==> src/rtl/mii_sched_pkg.sv <==
// Shared types and helpers for the MII TX frame scheduler.
// Holds the FSM state encoding, Ethernet framing constants and the
// payload-length to 64-bit-word conversion used at grant time.
package mii_sched_pkg;

   typedef enum logic [2:0] {
      IDLE,
      GRANT,
      SEND,
      DONE,
      IPG
   } state_t;

   // Preamble/SFD 8 + header 14 + FCS 4
   localparam int FRAME_OVERHEAD_BYTES = 26;
   localparam int MIN_PAYLOAD_BYTES    = 46;
   localparam int WORD_BYTES           = 8;

   // Clamp a requested payload into [MIN_PAYLOAD_BYTES, max_len]; short frames are padded
   function automatic logic [15:0] clamp_len(input logic [15:0] len, input int max_len);
      if (int'(len) > max_len)
         return 16'(max_len);
      else if (len < 16'(MIN_PAYLOAD_BYTES))
         return 16'(MIN_PAYLOAD_BYTES);
      else
         return len;
   endfunction

   // Number of 64-bit words on the wire: ceil((overhead + clamped payload) / 8)
   function automatic logic [15:0] frame_words(input logic [15:0] len, input int max_len);
      logic [15:0] l;
      l = clamp_len(len, max_len);
      return (l + 16'(FRAME_OVERHEAD_BYTES + WORD_BYTES - 1)) >> 3;
   endfunction

endpackage

==> src/rtl/mii_rr_arbiter.sv <==
// Round-robin arbiter: combinational one-hot pick starting at the
// registered pointer, pointer advanced past the winner on each grant.
module mii_rr_arbiter #(
   parameter int N_REQ = 4
) (
   input  logic             clk,
   input  logic             i_rst,
   input  logic [N_REQ-1:0] i_req,
   input  logic             i_update,
   output logic [N_REQ-1:0] o_pick,
   output logic             o_any
);

   localparam int IDX_W = $clog2(N_REQ);

   logic [IDX_W-1:0] ptr_q;
   logic [IDX_W-1:0] win;
   logic             found;

   assign o_any = |i_req;

   // Scan requests starting at the pointer, wrapping, and take the first one set
   always_comb begin
      o_pick = '0;
      win    = '0;
      found  = 1'b0;
      for (int i = 0; i < N_REQ; i++) begin
         for (int j = 0; j < N_REQ; j++) begin
            if (!found && i_req[j] && (j == ((int'(ptr_q) + i) % N_REQ))) begin
               o_pick[j] = 1'b1;
               win       = IDX_W'(j);
               found     = 1'b1;
            end
         end
      end
   end

   // Pointer moves to the source after the winner, only when a grant is taken
   always_ff @(posedge clk) begin
      if (i_rst) begin
         ptr_q <= '0;
      end else if (i_update && o_any) begin
         if (win == IDX_W'(N_REQ - 1))
            ptr_q <= '0;
         else
            ptr_q <= win + 1'b1;
      end
   end

endmodule

==> src/rtl/mii_frame_scheduler.sv <==
// Frame scheduler in front of the 64-bit MII TX generator.
// Grants one source round-robin, drives gen valid for the frame's word
// count, pulses gen done, then holds off for IPG_WORDS idle words.
// Optional statistics counters are enabled by defining MII_SCHED_STATS_EN.
module mii_frame_scheduler
   import mii_sched_pkg::*;
#(
   parameter int N_REQ            = 4,
   parameter int PAYLOAD_MAX_SIZE = 1500,
   parameter int LEN_W            = 11,
   parameter int IPG_WORDS        = 2
) (
   input  logic                   clk,
   input  logic                   i_rst,
   input  logic [N_REQ-1:0]       i_req,
   input  logic [N_REQ*LEN_W-1:0] i_len,
   input  logic                   i_pause,
   output logic [N_REQ-1:0]       o_grant,
   output logic                   o_gen_valid,
   output logic                   o_gen_done,
   output logic [LEN_W-1:0]       o_gen_len,
   output logic                   o_busy
`ifdef MII_SCHED_STATS_EN
   ,
   output logic [15:0]            o_frame_cnt,
   output logic [N_REQ*16-1:0]    o_grant_cnt
`endif
);

   state_t           state_q, state_d;
   logic [15:0]      word_cnt_q, word_cnt_d;
   logic [15:0]      ipg_cnt_q, ipg_cnt_d;
   logic [N_REQ-1:0] pick;
   logic             any_req;
   logic             grant_go;
   logic             start;
   logic [LEN_W-1:0] sel_len;
   logic [15:0]      eff_len;
   logic [15:0]      words;

   logic [N_REQ-1:0] grant_d;
   logic             valid_d;
   logic             done_d;
   logic [LEN_W-1:0] len_d;
   logic             busy_d;

   mii_rr_arbiter #(
      .N_REQ (N_REQ)
   ) u_arb (
      .clk      (clk),
      .i_rst    (i_rst),
      .i_req    (i_req),
      .i_update (start),
      .o_pick   (pick),
      .o_any    (any_req)
   );

   assign grant_go = any_req && !i_pause;

   // Length of the source the arbiter is currently picking, and its frame size
   always_comb begin
      sel_len = '0;
      for (int k = 0; k < N_REQ; k++) begin
         if (pick[k])
            sel_len = sel_len | i_len[k*LEN_W +: LEN_W];
      end
      eff_len = clamp_len(16'(sel_len), PAYLOAD_MAX_SIZE);
      words   = frame_words(16'(sel_len), PAYLOAD_MAX_SIZE);
   end

   // Next-state logic plus the values every registered output takes next cycle
   always_comb begin
      state_d    = state_q;
      word_cnt_d = word_cnt_q;
      ipg_cnt_d  = ipg_cnt_q;
      start      = 1'b0;

      case (state_q)
         IDLE: begin
            if (grant_go) begin
               state_d = GRANT;
               start   = 1'b1;
            end
         end
         GRANT: begin
            state_d = SEND;
         end
         SEND: begin
            if (word_cnt_q == 16'd0)
               state_d = DONE;
            else
               word_cnt_d = word_cnt_q - 16'd1;
         end
         DONE: begin
            state_d   = IPG;
            ipg_cnt_d = 16'(IPG_WORDS - 1);
         end
         IPG: begin
            if (ipg_cnt_q == 16'd0) begin
               if (grant_go) begin
                  state_d = GRANT;
                  start   = 1'b1;
               end else begin
                  state_d = IDLE;
               end
            end else begin
               ipg_cnt_d = ipg_cnt_q - 16'd1;
            end
         end
         default: state_d = IDLE;
      endcase

      // The valid pulse covers W SEND cycles: count W-1 down to 0
      if (start)
         word_cnt_d = words - 16'd1;

      valid_d = (state_d == SEND);
      done_d  = (state_d == DONE);
      busy_d  = (state_d != IDLE);
      len_d   = start ? LEN_W'(eff_len) : o_gen_len;
      if (start)
         grant_d = pick;
      else if (state_d == SEND || state_d == DONE)
         grant_d = o_grant;
      else
         grant_d = '0;
   end

   // State, counters and registered outputs; reset abandons any frame in flight
   always_ff @(posedge clk) begin
      if (i_rst) begin
         state_q     <= IDLE;
         word_cnt_q  <= '0;
         ipg_cnt_q   <= '0;
         o_grant     <= '0;
         o_gen_valid <= 1'b0;
         o_gen_done  <= 1'b0;
         o_gen_len   <= '0;
         o_busy      <= 1'b0;
      end else begin
         state_q     <= state_d;
         word_cnt_q  <= word_cnt_d;
         ipg_cnt_q   <= ipg_cnt_d;
         o_grant     <= grant_d;
         o_gen_valid <= valid_d;
         o_gen_done  <= done_d;
         o_gen_len   <= len_d;
         o_busy      <= busy_d;
      end
   end

`ifdef MII_SCHED_STATS_EN
   // Frame counter steps with each done pulse; per-source counters step on grant
   always_ff @(posedge clk) begin
      if (i_rst) begin
         o_frame_cnt <= '0;
         o_grant_cnt <= '0;
      end else begin
         if (done_d)
            o_frame_cnt <= o_frame_cnt + 16'd1;
         for (int k = 0; k < N_REQ; k++) begin
            if (start && pick[k])
               o_grant_cnt[k*16 +: 16] <= o_grant_cnt[k*16 +: 16] + 16'd1;
         end
      end
   end
`endif

endmodule
==> config.mk <==
export PLATFORM = sky130hd
export DESIGN_NAME = mii_frame_scheduler
export DESIGN_NICKNAME = d
export VERILOG_FILES = /design/src/rtl/mii_sched_pkg.sv /design/src/rtl/mii_rr_arbiter.sv /design/src/rtl/mii_frame_scheduler.sv
export SDC_FILE = /design/constraint.sdc
export NUM_CORES = 1
export LEC_CHECK = 0
export CAP_MARGIN = 20
export CORE_ASPECT_RATIO = 2
export CORE_MARGIN = 3
export CORE_UTILIZATION = 52
export CTS_CLUSTER_DIAMETER = 80
export DETAILED_ROUTE_END_ITERATION = 8
export MAX_ROUTING_LAYER = met4
export PLACE_DENSITY = 0.81
export SYNTH_ARGS = -nofsm -noshare
export SYNTH_HDL_FRONTEND = slang
export SYNTH_SLANG_ARGS = --single-unit
==> constraint.sdc <==
create_clock -name clk -period 4.44 [get_ports clk]
set_clock_uncertainty 0.15 [all_clocks]
set_input_delay 0.888 -clock clk [delete_from_list [all_inputs] [get_ports clk]]
set_output_delay 0.888 -clock clk [all_outputs]
set_load 0.05 [all_outputs]
==> results_dict.tcl <==
set metrics [dict create \
    dp_cells 587 \
    r2r_slack_ns 0.72 \
    antenna_found_initial 0 \
    syn-num-nets 478 \
    min_path_type "reg2reg" \
    p_leak_uw 0.001726 \
    hold_end "o_gen_len[9]$_SDFFE_PP0P_" \
    drt_iter0_markers 190 \
    holdPathStages 2 \
    place_hpwl_um 7109 \
    max_freq_mhz 237.1 \
    root_buffer "clkbuf_16" \
    finalPower_uw 1770 \
    cp-start-kind "input port" \
    grtUsageTotal_pct 24.88 \
    dominantRegCellSynth "dfxtp_1" \
    synth_area_um2 3443 \
    htreeDepth 2 \
    power.density_nw_per_um2 384.7 \
    worst_slew_pin_slew_ns 0.7043 \
    seq_area_frac_synth_pct 31.98 \
    clk_pin_slew_worst_paths_ns 0.07 \
    clk_latency_ns 0.31 \
    grt_pass1_vias 3562 \
    syn_to_final_growth_pct 33.65 \
    synth-edff-count 0 \
    yosysWarnings 0 \
    clockBufferDepth 2 \
    nFillCells 550 \
    cts_tree "done" \
    overflow 0 \
    drc_errors 0 \
    numCtsBuffers 5 \
    fp.coreArea_um2 6361 \
    avgRoutedWirePerCell_um 15.04 \
    maxCapViolations 0 \
    path_max_fanout 6 \
    hold_path.startpoint "o_gen_len[9]$_SDFFE_PP0P_" \
    async_flop_share_pct 0 \
    firstDrtPassIters 6 \
    die_h_um 121.1 \
    drive_above_1_share_pct 15.70 \
    syn_inst 424 \
    routed-via-count 3468 \
    worst_ep_required_time_ns 4.51 \
    final_cell_mix "76 x nor2_1, 68 x clkdlybuf4s50_1, 55 x dfxtp_1" \
    die_x_um 63.54 \
    setup.worst_path.class "in2reg" \
    status "finished, final reports clean" \
    final_common_cell "nor2_1" \
    finalCritPeriodShare_pct 95.00 \
    fin_tns_setup_ns 0 \
    place_congestion 0.9003 \
    worstPathArrival_ns 4.29 \
    reg2reg_from "u_arb.ptr_q[1]$_SDFFE_PP0P_" \
    ys_seq_elements 55 \
    ir_worst_vdd_mv 0.1855 \
    numClockSinks 55 \
    drv_slew 0 \
    routed_wirelength_um 9054 \
    period_minus_slack_ns 4.218 \
    ant_nets 0 \
    start_util_pct 54.13 \
    r2r-end "word_cnt_q[6]$_SDFFE_PP0P_" \
    syn_area_per_cell_um2 8.121 \
    worstRegToRegCells 14 \
    grt_max_degree 21 \
    finalSetupViolCount 0 \
    diodes 0 \
    place.port_buffers 68 \
    num_rows 41 \
    grt_pass1_wl_um 15150 \
    final_util_pct 72.34 \
    relSlewSlack_pct 52.90 \
    die_area_um2 7693 \
    hold_viol_final 0 \
    setup.worst_path.end_class "flop" \
    viasPerCell 5.761 \
    setup_slack_ns 0.2221 \
    nNetsFinal 569 \
    stdcell_count 602 \
    place_ws_ns -0.1677 \
    io_pins 69 \
    synth_cell_types 74 \
]
-- cell usage after synthesis, types with 3 or more instances --
master / instances / area share (%)
nor2_1: 76 / 8.3
dfxtp_1: 55 / 32
nand2_1: 22 / 2.4
inv_1: 20 / 2.2
a21oi_1: 16 / 2.3
nor3_1: 16 / 2.3
xnor2_1: 15 / 3.8
nand3_1: 14 / 2.0
xor2_1: 14 / 3.6
a211oi_1: 13 / 2.8
clkbuf_1: 10 / 1.1
o21ai_0: 10 / 1.5
or3_1: 9 / 1.6
o22ai_1: 8 / 1.5
nor4_1: 7 / 1.3
a221o_1: 5 / 1.5
a221o_2: 5 / 1.6
a31oi_1: 5 / 0.91
nand2b_1: 5 / 0.91
nor2b_1: 5 / 0.91
o211ai_1: 5 / 1.1
a22oi_1: 4 / 0.87
buf_4: 4 / 0.87
nand4_1: 4 / 0.73
o2111ai_1: 4 / 1.0
a221oi_1: 3 / 0.76
a221oi_2: 3 / 1.3
and3b_1: 3 / 0.76
buf_2: 3 / 0.44
buf_6: 3 / 0.98
ha_1: 3 / 1.1
nor4b_1: 3 / 0.76
o21ai_2: 3 / 0.76
or4_1: 3 / 0.65
-- routing by layer --
| layer | GRT usage [%] | vias up | wire length [um] |
|---|---|---|---|
| met5 | - | - | 0 |
| met4 | 12.99 | 0 | 244 |
| met3 | 2.039 | 20 | 271 |
| met2 | 47.87 | 91 | 5196 |
| met1 | 23.89 | 1614 | 3341 |
| li1 | - | 1743 | - |
-- where the power goes --
group	total [uW]	leakage (uW)	internal [uW]	switching (uW)
clock	415	0.0000778	218	196
combinational	758	0.00120	335	423
sequential	598	0.000449	546	52.3
-- per-stage QoR --
stage	hold slack (ns)	area [um2]
2_1_floorplan	0.2996	3443
4_1_cts	0.3166	4511
3_3_place_gp	0.2955	4354
6_report	0.3127	4602
5_1_grt	0.3364	4602
3_5_place_dp	0.3072	4354
-- state kept, by name, summed over array words and instances, names as in the netlist --
| name | count |
|---|---|
| ipg_cnt_q | 16 |
| word_cnt_q | 16 |
| o_gen_len | 11 |
| o_grant | 4 |
| state_q | 3 |
| u_arb.ptr_q | 2 |
| o_busy | 1 |
| o_gen_done | 1 |
| o_gen_valid | 1 |
-- area by class of cell --
class	count	area [um2]	share of cell area, %
Tap cell	86	107.6	2.338
Timing Repair Buffer	105	970.9	21.10
Multi-Input combinational cell	327	2187	47.53
Inverter	21	78.83	1.713
Clock inverter	3	31.28	0.6797
Clock buffer	5	125.1	2.719
Sequential cell	55	1101	23.93
-- kinds of logic (layout without fill, tap and decap cells) --
| kind of cell | after synthesis | after routing | synth area share (%) |
|---|---|---|---|
| AOI/OAI and AO/OA | 112 | 112 | 27.07 |
| xor gates and xnor gates | 29 | 29 | 7.377 |
| adders and majority gates | 3 | 3 | 1.090 |
| buffers and inverters | 42 | 134 | 5.777 |
| DFF | 55 | 55 | 31.98 |
| muxes | 3 | 3 | 0.9447 |
| and+or+nand+nor | 180 | 180 | 25.76 |
-- worst max path at each step --
stage,cells after the start,from,to
after floorplan,13,i_req[3],word_cnt_q[6]$_SDFFE_PP0P_
after global placement,15,i_req[3],word_cnt_q[6]$_SDFFE_PP0P_
after detailed placement,15,i_req[3],word_cnt_q[6]$_SDFFE_PP0P_
after CTS,15,i_req[3],word_cnt_q[6]$_SDFFE_PP0P_
after global routing,16,i_req[2],word_cnt_q[6]$_SDFFE_PP0P_
final,16,i_req[3],word_cnt_q[6]$_SDFFE_PP0P_
-- worst max-delay path: stages --
cell and delay, ns:
clkdlybuf4s50_1 0.58, buf_4 0.18, o21ai_2 0.09, o211ai_4 0.14, buf_12 0.14, o22ai_1 0.09
a221o_2 0.32, buf_4 0.16, nor3_2 0.18, o211ai_1 0.17, a31oi_1 0.22, ha_1 0.19
nor2b_2 0.20, o2111ai_1 0.14, or4b_1 0.50, o211ai_1 0.09
-- what timing repair did --
| item | in CTS | in global routing |
|---|---|---|
| resized for setup | 0 | 6 |
| hold buffers | 0 | 0 |
| setup endpoints to repair | 0 | 3 |
| setup buffers | 0 | 7 |
Power figures use the tool's default switching activity.
